## src/rtl/seq_detector_ctrl.sv

```systemverilog
// Frame controller for a serial pattern detector: clears it, shifts a latched word LSB-first, then waits for its match flag.
// Optional build macro MATCH_CNT_EN adds a 4-bit wrapping count of frames that ended with hit=1.
module seq_detector_ctrl #(
  parameter int FRAME_BITS = 4,
  parameter int CHECK_WAIT = 2
) (
  input  logic                  clk_2,
  input  logic                  reset,
  input  logic                  start,
  input  logic [FRAME_BITS-1:0] word_in,
  input  logic                  det_match,
  output logic                  det_clr,
  output logic                  det_en,
  output logic                  det_bit,
  output logic                  busy,
  output logic                  done,
  output logic                  hit,
`ifdef MATCH_CNT_EN
  output logic [3:0]            match_cnt,
`endif
  output logic [2:0]            o_dbg_state
);

  localparam int CNT_W  = (FRAME_BITS > 1) ? $clog2(FRAME_BITS) : 1;
  localparam int WAIT_W = (CHECK_WAIT > 1) ? $clog2(CHECK_WAIT) : 1;
  localparam logic [CNT_W-1:0]  LAST_BIT  = CNT_W'(FRAME_BITS - 1);
  localparam logic [WAIT_W-1:0] LAST_WAIT = WAIT_W'(CHECK_WAIT - 1);

  typedef enum logic [2:0] {
    S_IDLE  = 3'd0,
    S_CLEAR = 3'd1,
    S_SHIFT = 3'd2,
    S_CHECK = 3'd3,
    S_DONE  = 3'd4
  } state_t;

  state_t                r_state;
  state_t                w_next;
  logic [FRAME_BITS-1:0] r_shift;
  logic [CNT_W-1:0]      r_bit_cnt;
  logic [WAIT_W-1:0]     r_wait_cnt;
  logic                  r_hit;
  logic                  w_last_bit;
  logic                  w_wait_expired;

  assign w_last_bit     = (r_bit_cnt == LAST_BIT);
  assign w_wait_expired = (r_wait_cnt == LAST_WAIT);
  assign o_dbg_state    = r_state;
  assign hit            = r_hit;

  always_ff @(posedge clk_2 or posedge reset) begin
    if (reset) begin
      r_state <= S_IDLE;
    end else begin
      r_state <= w_next;
    end
  end

  // Moore outputs: every strobe is decoded from the registered state only,
  // so det_clr, det_en and done can never overlap.
  always_comb begin
    w_next  = r_state;
    det_clr = 1'b0;
    det_en  = 1'b0;
    det_bit = 1'b0;
    busy    = 1'b1;
    done    = 1'b0;
    case (r_state)
      S_IDLE: begin
        busy = 1'b0;
        if (start) w_next = S_CLEAR;
      end
      S_CLEAR: begin
        det_clr = 1'b1;
        w_next  = S_SHIFT;
      end
      S_SHIFT: begin
        det_en  = 1'b1;
        det_bit = r_shift[0];
        if (w_last_bit) w_next = S_CHECK;
      end
      S_CHECK: begin
        if (det_match || w_wait_expired) w_next = S_DONE;
      end
      S_DONE: begin
        done   = 1'b1;
        w_next = S_IDLE;
      end
      default: begin
        busy   = 1'b0;
        w_next = S_IDLE;
      end
    endcase
  end

  always_ff @(posedge clk_2 or posedge reset) begin
    if (reset) begin
      r_shift    <= '0;
      r_bit_cnt  <= '0;
      r_wait_cnt <= '0;
      r_hit      <= 1'b0;
    end else begin
      case (r_state)
        S_IDLE: begin
          if (start) begin
            r_shift   <= word_in;
            r_bit_cnt <= '0;
          end
        end
        S_SHIFT: begin
          r_shift    <= r_shift >> 1;
          r_bit_cnt  <= r_bit_cnt + CNT_W'(1);
          r_wait_cnt <= '0;
        end
        S_CHECK: begin
          if (det_match) begin
            r_hit <= 1'b1;
          end else if (w_wait_expired) begin
            r_hit <= 1'b0;
          end else begin
            r_wait_cnt <= r_wait_cnt + WAIT_W'(1);
          end
        end
        default: ;
      endcase
    end
  end

`ifdef MATCH_CNT_EN
  logic [3:0] r_match_cnt;

  // Counts on the CHECK->DONE transition that sets hit; 4-bit wrap is intended.
  always_ff @(posedge clk_2 or posedge reset) begin
    if (reset) begin
      r_match_cnt <= 4'd0;
    end else if (r_state == S_CHECK && det_match) begin
      r_match_cnt <= r_match_cnt + 4'd1;
    end
  end

  assign match_cnt = r_match_cnt;
`endif

endmodule

```

## config.mk

```make
export PLATFORM = sky130hd
export DESIGN_NAME = seq_detector_ctrl
export DESIGN_NICKNAME = d
export VERILOG_FILES = /design/src/rtl/seq_detector_ctrl.sv
export SDC_FILE = /design/constraint.sdc
export NUM_CORES = 1
export LEC_CHECK = 0
export ABC_CLOCK_PERIOD_IN_PS = 2830
export CORE_AREA = 2 2 39 41
export CTS_CLUSTER_DIAMETER = 30
export CTS_CLUSTER_SIZE = 12
export DETAILED_ROUTE_END_ITERATION = 6
export DIE_AREA = 0 0 41 43
export PLACE_DENSITY = 0.79
export SYNTH_ARGS = -nofsm -noshare
export SYNTH_HDL_FRONTEND = slang
export SYNTH_SLANG_ARGS = --single-unit
export TNS_END_PERCENT = 1
```

## constraint.sdc

```tcl
create_clock -name clk_2 -period 2.83 [get_ports clk_2]
set_input_delay 0.7075 -clock clk_2 [delete_from_list [all_inputs] [get_ports clk_2]]
set_output_delay 0.7075 -clock clk_2 [all_outputs]
set_load 0.03 [all_outputs]
```

; After elaboration in Yosys (flattened, before gate mapping)
; Cells that the tools add are included.
[classes]
add_sub_neg = 2
eq_ne = 9
n_mux = 18
n_reduce_logical = 10
[op_table]
columns = operator, count
row1 = 3-bit one-hot mux with 4 select lines, 1
row2 = 1-bit two-way mux, 9
row3 = 3-bit two-way mux, 3
row4 = 2-bit != test (second input constant), 4
row5 = 4-bit one-hot mux with 2 select lines, 1
row6 = 3-bit by 2-bit == test with 1-bit output (second input constant), 2
row7 = 2-bit AND reduction, 3
row8 = 2-bit nonzero test, 3
row9 = 4-bit two-way mux, 1
row10 = 2-bit one-hot mux with 2 select lines, 1
row11 = 4-bit OR reduction, 1
row12 = 3-bit by 1-bit == test with 1-bit output (second input constant), 1
row13 = 3-bit == test (second input constant), 1
row14 = 3-bit zero test, 1
row15 = 3-bit AND reduction, 1
row16 = 2-bit by 1-bit adder with 2-bit output (second input constant), 1
row17 = 2-bit == test (second input constant), 1
row18 = 2-bit two-way mux, 1
row19 = 1-bit one-hot mux with 2 select lines, 1
row20 = 1-bit adder (second input constant), 1
row21 = 1-bit logical OR, 1
[totals]
register_bits = 11
in_bits = 8
output_inout_bits = 9
word_cells = 44

; Depth between registers and ports, before layout
; Gate-level depths: netlist (run 1).
[logic_depth]
ltp_word = 4
ltp_mapped = 4
mapped_depth_nobuf = 3

; Least setup slack after synthesis (run 1)
; OpenSTA, ideal clock, no wires.
[synth_path]
path_kind = register -> output
start = register r_state[1] (netlist: o_dbg_state[1])
end = output det_bit
arrival_ps = 1685
t_required_ps = 2122
path_slack_ps = 438
path_stages_with_launch = 5
path_cell_list = dfrtp_1 > buf_6 > nor3b_4 > inv_1 > nor2_1
[synth_between]
elab_chain_cells = 2
[synth_lines]
columns = item, line_no
row1 = from (decl), 37  ; state_t r_state;
row2 = from (signal assigned), 55  ; r_state <= w_next;
row3 = 3-bit by 2-bit == test with 1-bit output, 68  ; case (r_state)
row4 = 1-bit two-way mux, 68
row5 = to (decl), 14  ; output logic det_bit,
; No other way between the ends.

; Worst setup path after layout (run 1)
[layout_path]
start = register r_state[0] (netlist: o_dbg_state[0])
end = output det_bit
; Same word-level chain as after synthesis.

==> results.toml, run 1 <==
[yosys]
synthCells = 57
yosysSeqAreaShare_pct = 47.01
synth-seq-cells = 11
syn_area_um2 = 585.6
synth_fp_nets = 66
ys_warn_count = 0
synth_cell_types = 24
avgSynthCellArea_um2 = 10.27

[worst_setup_path]
crit_fanout = 11
startpoint = "o_dbg_state[0]"
r2r.worst_path.cells = 2
worstReg2RegStart = "o_dbg_state[2]"
r2r_end = "r_shift[3]"
worstSetupPathType = "register to output pin"
endpoint_kind = "output pin"
setup.worst_path.end = "det_bit"
startpoint_type = "register"
worstPathArrival_ns = 2.01
critPathRequiredTime_ns = 2.12
r2r_slack_ns = 1.44

[drt]
vias = 460
viasPerCell = 5.055
drt-pass1-iter-count = 4
initialDrtViolationCount = 5
ant_nets = 0
drc = 0
wl_per_cell_um = 12.18
wl_um = 1108

[cts]
cts-root-buf = "clkbuf_4"
cts.sinks = 11
hold_buffers = 0
clk_latency_ns = 0.26
path_clk_slew_ns = 0.07
cts_htree_levels = 1
cts_tree = "built"
cts_buffers = 3
cts.path.max_buffers = 2

[finish]
layout_common_cells = "clkdlybuf4s50_1, dfrtp_1, inv_1"
layout.nets = 85
ff_latch_area_um2 = 276.5
final-instance-count-excl-fill = 91
syn_to_final_growth_pct = 31.62
final_common_cell = "clkdlybuf4s50_1"
multi_input_area_um2 = 250.2
diodes = 0
design_area_um2 = 770.7
n_fill_cell = 132
drive_gt1_share_pct = 10.67

[die]
start_util_pct = 42.31
boundaryPins = 17
core_area_um2 = 1384
die_w_um = 41
die_h_um = 43
dieArea_um2 = 1763
rows = 14

[timing]
maxSlewViolCount = 0
relSlewSlack_pct = 71.97
hold_violations = 0
holdWs_ns = 0.4766
worst_slack_ns = 0.1130
setup_viol = 0
fin_crit_ns = 2.717
max_slew.worst_pin.slew_ns = 0.4200
fin_skew_ns = 0.001355
fmax_mhz = 368.1
setup_tns_ns = 0
fin_crit_sh_pct = 96.01

[grt]
grt_start_max_net_pins = 13
grt_use_total_pct = 15.15
grt_overflow_total = 0
grt_pass1_wl_um = 1704
antenna_found_initial = 0
grt_pass1_vias = 394

[placement]
dp_cells = 86
place_congestion = 0.7967
pre_cts_slack_ns = 0.3517
io_buffers = 16
dp_hpwl_um = 816.7
place_area_um2 = 735.7

[outcome]
status = "finished clean"

[run]
maxCapViolations = 0

[hold_path]
min_path_type = "register to register"

[pwr]
leakage_nw = 0.3545
ir_drop_v = 0.0005676
power.density_nw_per_um2 = 1229
-- power breakdown --
| group | switching [mW] | total (mW) | internal (mW) |
|---|---|---|---|
| clock | 0.0480 | 0.102 | 0.0543 |
| sequential | 0.0839 | 0.315 | 0.232 |
| combinational | 0.276 | 0.529 | 0.253 |
-- Yosys cell counts, drive strengths merged --
master	instances	area (um2)
ha	1	12.51
o22ai	3	18.77
xnor2	1	8.760
o21ai	1	5.000
nor3	2	21.27
nor2b	1	6.260
and2b	1	7.510
inv	8	30.03
a31oi	1	6.260
nand2	3	11.26
nand3	1	5.000
nand3b	1	7.510
nor2	7	26.28
buf	3	30.03
and2	1	6.260
mux2i	4	40.04
dfrtp	11	275.3
nor3b	3	33.78
a21oi	2	10.01
o2bb2ai	1	8.760
mux2	1	15.01
-- repair_timing --
| item | in CTS | in global routing |
|---|---|---|
| gates resized for setup | 0 | 1 |
| endpoints found under the hold margin | 0 | 0 |
| setup buffers | 0 | 1 |
| endpoints found under the setup margin | 0 | 1 |
-- worst max-delay path, cell delays in order (launching register included) --
cell and delay [ns]:
dfrtp_1 0.52, nor3b_4 0.37, inv_1 0.10, nor2_1 0.09
clkdlybuf4s50_1 0.67
-- through the flow --
stage / util (%) / power [mW]
floorplan: - / 0.6901
global placement: 53.16 / 0.8222
detailed placement: 53.16 / 0.8375
CTS: 55.06 / 0.9426
global route: 55.70 / 1.025
finish: 55.70 / 0.9470
-- sequential cells by signal (all words and copies together) (netlist names) --
register,flops
hit,1
r_bit_cnt,2
r_shift,4
o_dbg_state,3
r_wait_cnt,1
-- kinds of logic after synthesis --
group,synth area share [%]
multiplexers,9.401
AND/OR/NAND/NOR,21.37
XOR/XNOR,1.496
adder cells (fa/ha/maj),2.136
flip-flops,47.01
AO/OA/AOI/OAI,8.334
buffers and inverters,10.26
-- worst min-delay path by stage --
stage	from	to	slack, ns	depth (start not counted)
6_report	r_bit_cnt[0]	r_bit_cnt[0]	0.48	1
5_1_grt	r_bit_cnt[0]	r_bit_cnt[0]	0.52	1
4_1_cts	r_bit_cnt[0]	r_bit_cnt[0]	0.48	1
3_5_place_dp	r_bit_cnt[0]	r_bit_cnt[0]	0.47	1
3_3_place_gp	r_bit_cnt[0]	r_bit_cnt[0]	0.48	1
2_1_floorplan	r_bit_cnt[0]	r_bit_cnt[0]	0.46	1
-- final cells by class --
cell class,count,share of cell area [%]
Sequential cell,11,35.88
Multi-Input combinational cell,35,32.47
Timing Repair Buffer,17,21.75
Inverter,8,3.896
Clock buffer,4,3.409
Tap cell,16,2.597
-- routing by layer --
| metal | vias up | routed length, um | track usage (%) |
|---|---|---|---|
| met3 | 2 | 60 | 4.712 |
| met2 | 13 | 528 | 20.94 |
| met4 | 0 | 9 | 8.000 |
| met1 | 216 | 510 | 20.55 |
| met5 | - | 0 | 0 |
| li1 | 229 | - | - |
Note: power is estimated with default switching activity, not from simulation.
==> inputs of run 2 (changes only) <==
--- a/config.mk
+++ b/config.mk
@@ -5,12 +5,13 @@
 export SDC_FILE = /design/constraint.sdc
 export NUM_CORES = 1
 export LEC_CHECK = 0
-export ABC_CLOCK_PERIOD_IN_PS = 2830
-export CORE_AREA = 2 2 39 41
+export ABC_CLOCK_PERIOD_IN_PS = 2650
+export CAP_MARGIN = 0
+export CORE_MARGIN = 2
+export CORE_UTILIZATION = 44
 export CTS_CLUSTER_DIAMETER = 30
 export CTS_CLUSTER_SIZE = 12
 export DETAILED_ROUTE_END_ITERATION = 6
-export DIE_AREA = 0 0 41 43
 export PLACE_DENSITY = 0.79
 export SYNTH_ARGS = -nofsm -noshare
 export SYNTH_HDL_FRONTEND = slang
==> constraint.sdc (replaced) <==
create_clock -name clk_2 -period 2.65 [get_ports clk_2]
set_input_delay 0.53 -clock clk_2 [delete_from_list [all_inputs] [get_ports clk_2]]
set_output_delay 0.53 -clock clk_2 [all_outputs]
set_load 0.03 [all_outputs]
==> results.toml, run 2 (synthesis results as in run 1) <==
[timing]
rsz0062_at_grt = "false"
maxSlewViolCount = 0
hold_violations = 0
setup_tns_ns = 0
fin_crit_sh_pct = 92.44
relSlewSlack_pct = 72.50
max_slew.worst_pin.slew_ns = 0.4125
fmax_mhz = 408.2
fin_crit_ns = 2.450
fin_skew_ns = 0.005304
setup_viol = 0

[finish]
regMostFlops = "r_shift"
final_common_cell = "clkdlybuf4s50_1"
largest_reg_flops = 4
diodes = 0
n_fill_cell = 106
drive_gt1_share_pct = 9.333
layout.nets = 85
ff_latch_area_um2 = 275.3
multi_input_area_um2 = 250.2
syn_to_final_growth_pct = 31.20
fin_util_pct = 60.55
layout_common_cells = "clkdlybuf4s50_1, dfrtp_1, inv_1"

[die]
die_h_um = 40.48
rows = 13
core_area_um2 = 1269
dieArea_um2 = 1639
boundaryPins = 17
start_util_pct = 46.15
die_w_um = 40.48

[cts]
cts_htree_levels = 1
cts_tree = "built"
cts.path.max_buffers = 2
path_clk_slew_ns = 0.07
cts_buffers = 3
cts_resized = 0
cts-root-buf = "clkbuf_4"
cts.sinks = 11
postCtsSetupBuffers = 0
clk_latency_ns = 0.27
hold_buffers = 0

[grt]
antenna_found_initial = 0
grt_overflow_total = 0
grt_use_total_pct = 15.86
grt_start_max_net_pins = 13
grt_pass1_vias = 397
grt_pass1_wl_um = 1628

[worst_setup_path]
slowest_delay_ns = 0.68
startpoint_type = "register"
endpoint_kind = "output pin"
cp_slowest_cell = "clkdlybuf4s50_1"
crit_buf_inv = 2
path_cells = "nor3b_4 -> inv_1 -> nor2_1 -> clkdlybuf4s50_1"
crit_family = "buffers and inverters"
crit_fanout = 12
worstSetupPathType = "register to output pin"
worstPathArrival_ns = 1.92
critPathRequiredTime_ns = 2.12

[drt]
drt-pass1-iter-count = 4
vias = 438
initialDrtViolationCount = 6
wl_um = 1018
wl_per_cell_um = 11.31
drc = 0
ant_nets = 0
viasPerCell = 4.867

[placement]
place_congestion = 0.7134
io_buffers = 16
dp_hpwl_um = 752.7

[pwr]
leakage_nw = 0.3553
power.density_nw_per_um2 = 1318
ir_drop_v = 0.0006178

[run]
maxCapViolations = 0

[hold_path]
min_path_type = "register to register"

[outcome]
status = "finished clean"
-- run 2: cell counts in the layout (fill, tap and decap cells not counted) --
Identical to the previous run, type by type.
-- run 2: worst reg2reg max path, stage by stage (launching register included) --
cell and delay [ns]:
dfrtp_1 0.53, nor2_1 0.14, nor3_4 0.29, mux2_4 0.34
-- run 2: final cells by class --
class	count	area share [%]
Multi-Input combinational cell	35	32.57
Inverter	8	3.909
Clock buffer	4	3.420
Timing Repair Buffer	17	21.82
Tap cell	15	2.443
Sequential cell	11	35.83
-- run 2: per-stage QoR --
step	setup slack [ns]	total power [mW]	area (um2)	hold WS, ns	cells
final	0.2003	1.012	768.2	0.4878	90
after floorplan	0.4353	0.7370	585.6	0.3824	57
after CTS	0.2051	1.021	768.2	0.4928	90
after detailed placement	0.5381	0.8996	742.0	0.4811	86
after global routing	0.1005	1.083	768.2	0.5060	90
after global placement	0.5486	0.8924	742.0	0.4740	86
-- run 2: where the power goes --
group	switching (mW)	internal, mW	leakage, nW
combinational	0.295	0.270	0.205
sequential	0.0859	0.245	0.135
clock	0.0569	0.0584	0.0150
-- run 2: worst paths after layout --
check | from | to | slack [ns] | cells past startpoint
hold reg to reg | r_bit_cnt[0] | r_bit_cnt[0] | 0.49 | 1
max in group asynchronous | reset | r_shift[2] | 1.83 | 2
hold / removal | r_bit_cnt[0] | r_bit_cnt[0] | 0.49 | 1
setup / recovery | o_dbg_state[1] | det_bit | 0.20 | 4
min in group asynchronous | reset | r_wait_cnt | 0.53 | 2
setup reg to reg | o_dbg_state[1] | r_shift[3] | 1.25 | 3
-- run 2: metal layers --
metal	global-route usage, %	up-vias	routed length (um)
met5	0	-	0
met4	15.00	0	34
met3	3.333	5	69
met2	22.22	16	471
met1	19.73	193	442
li1	-	224	-
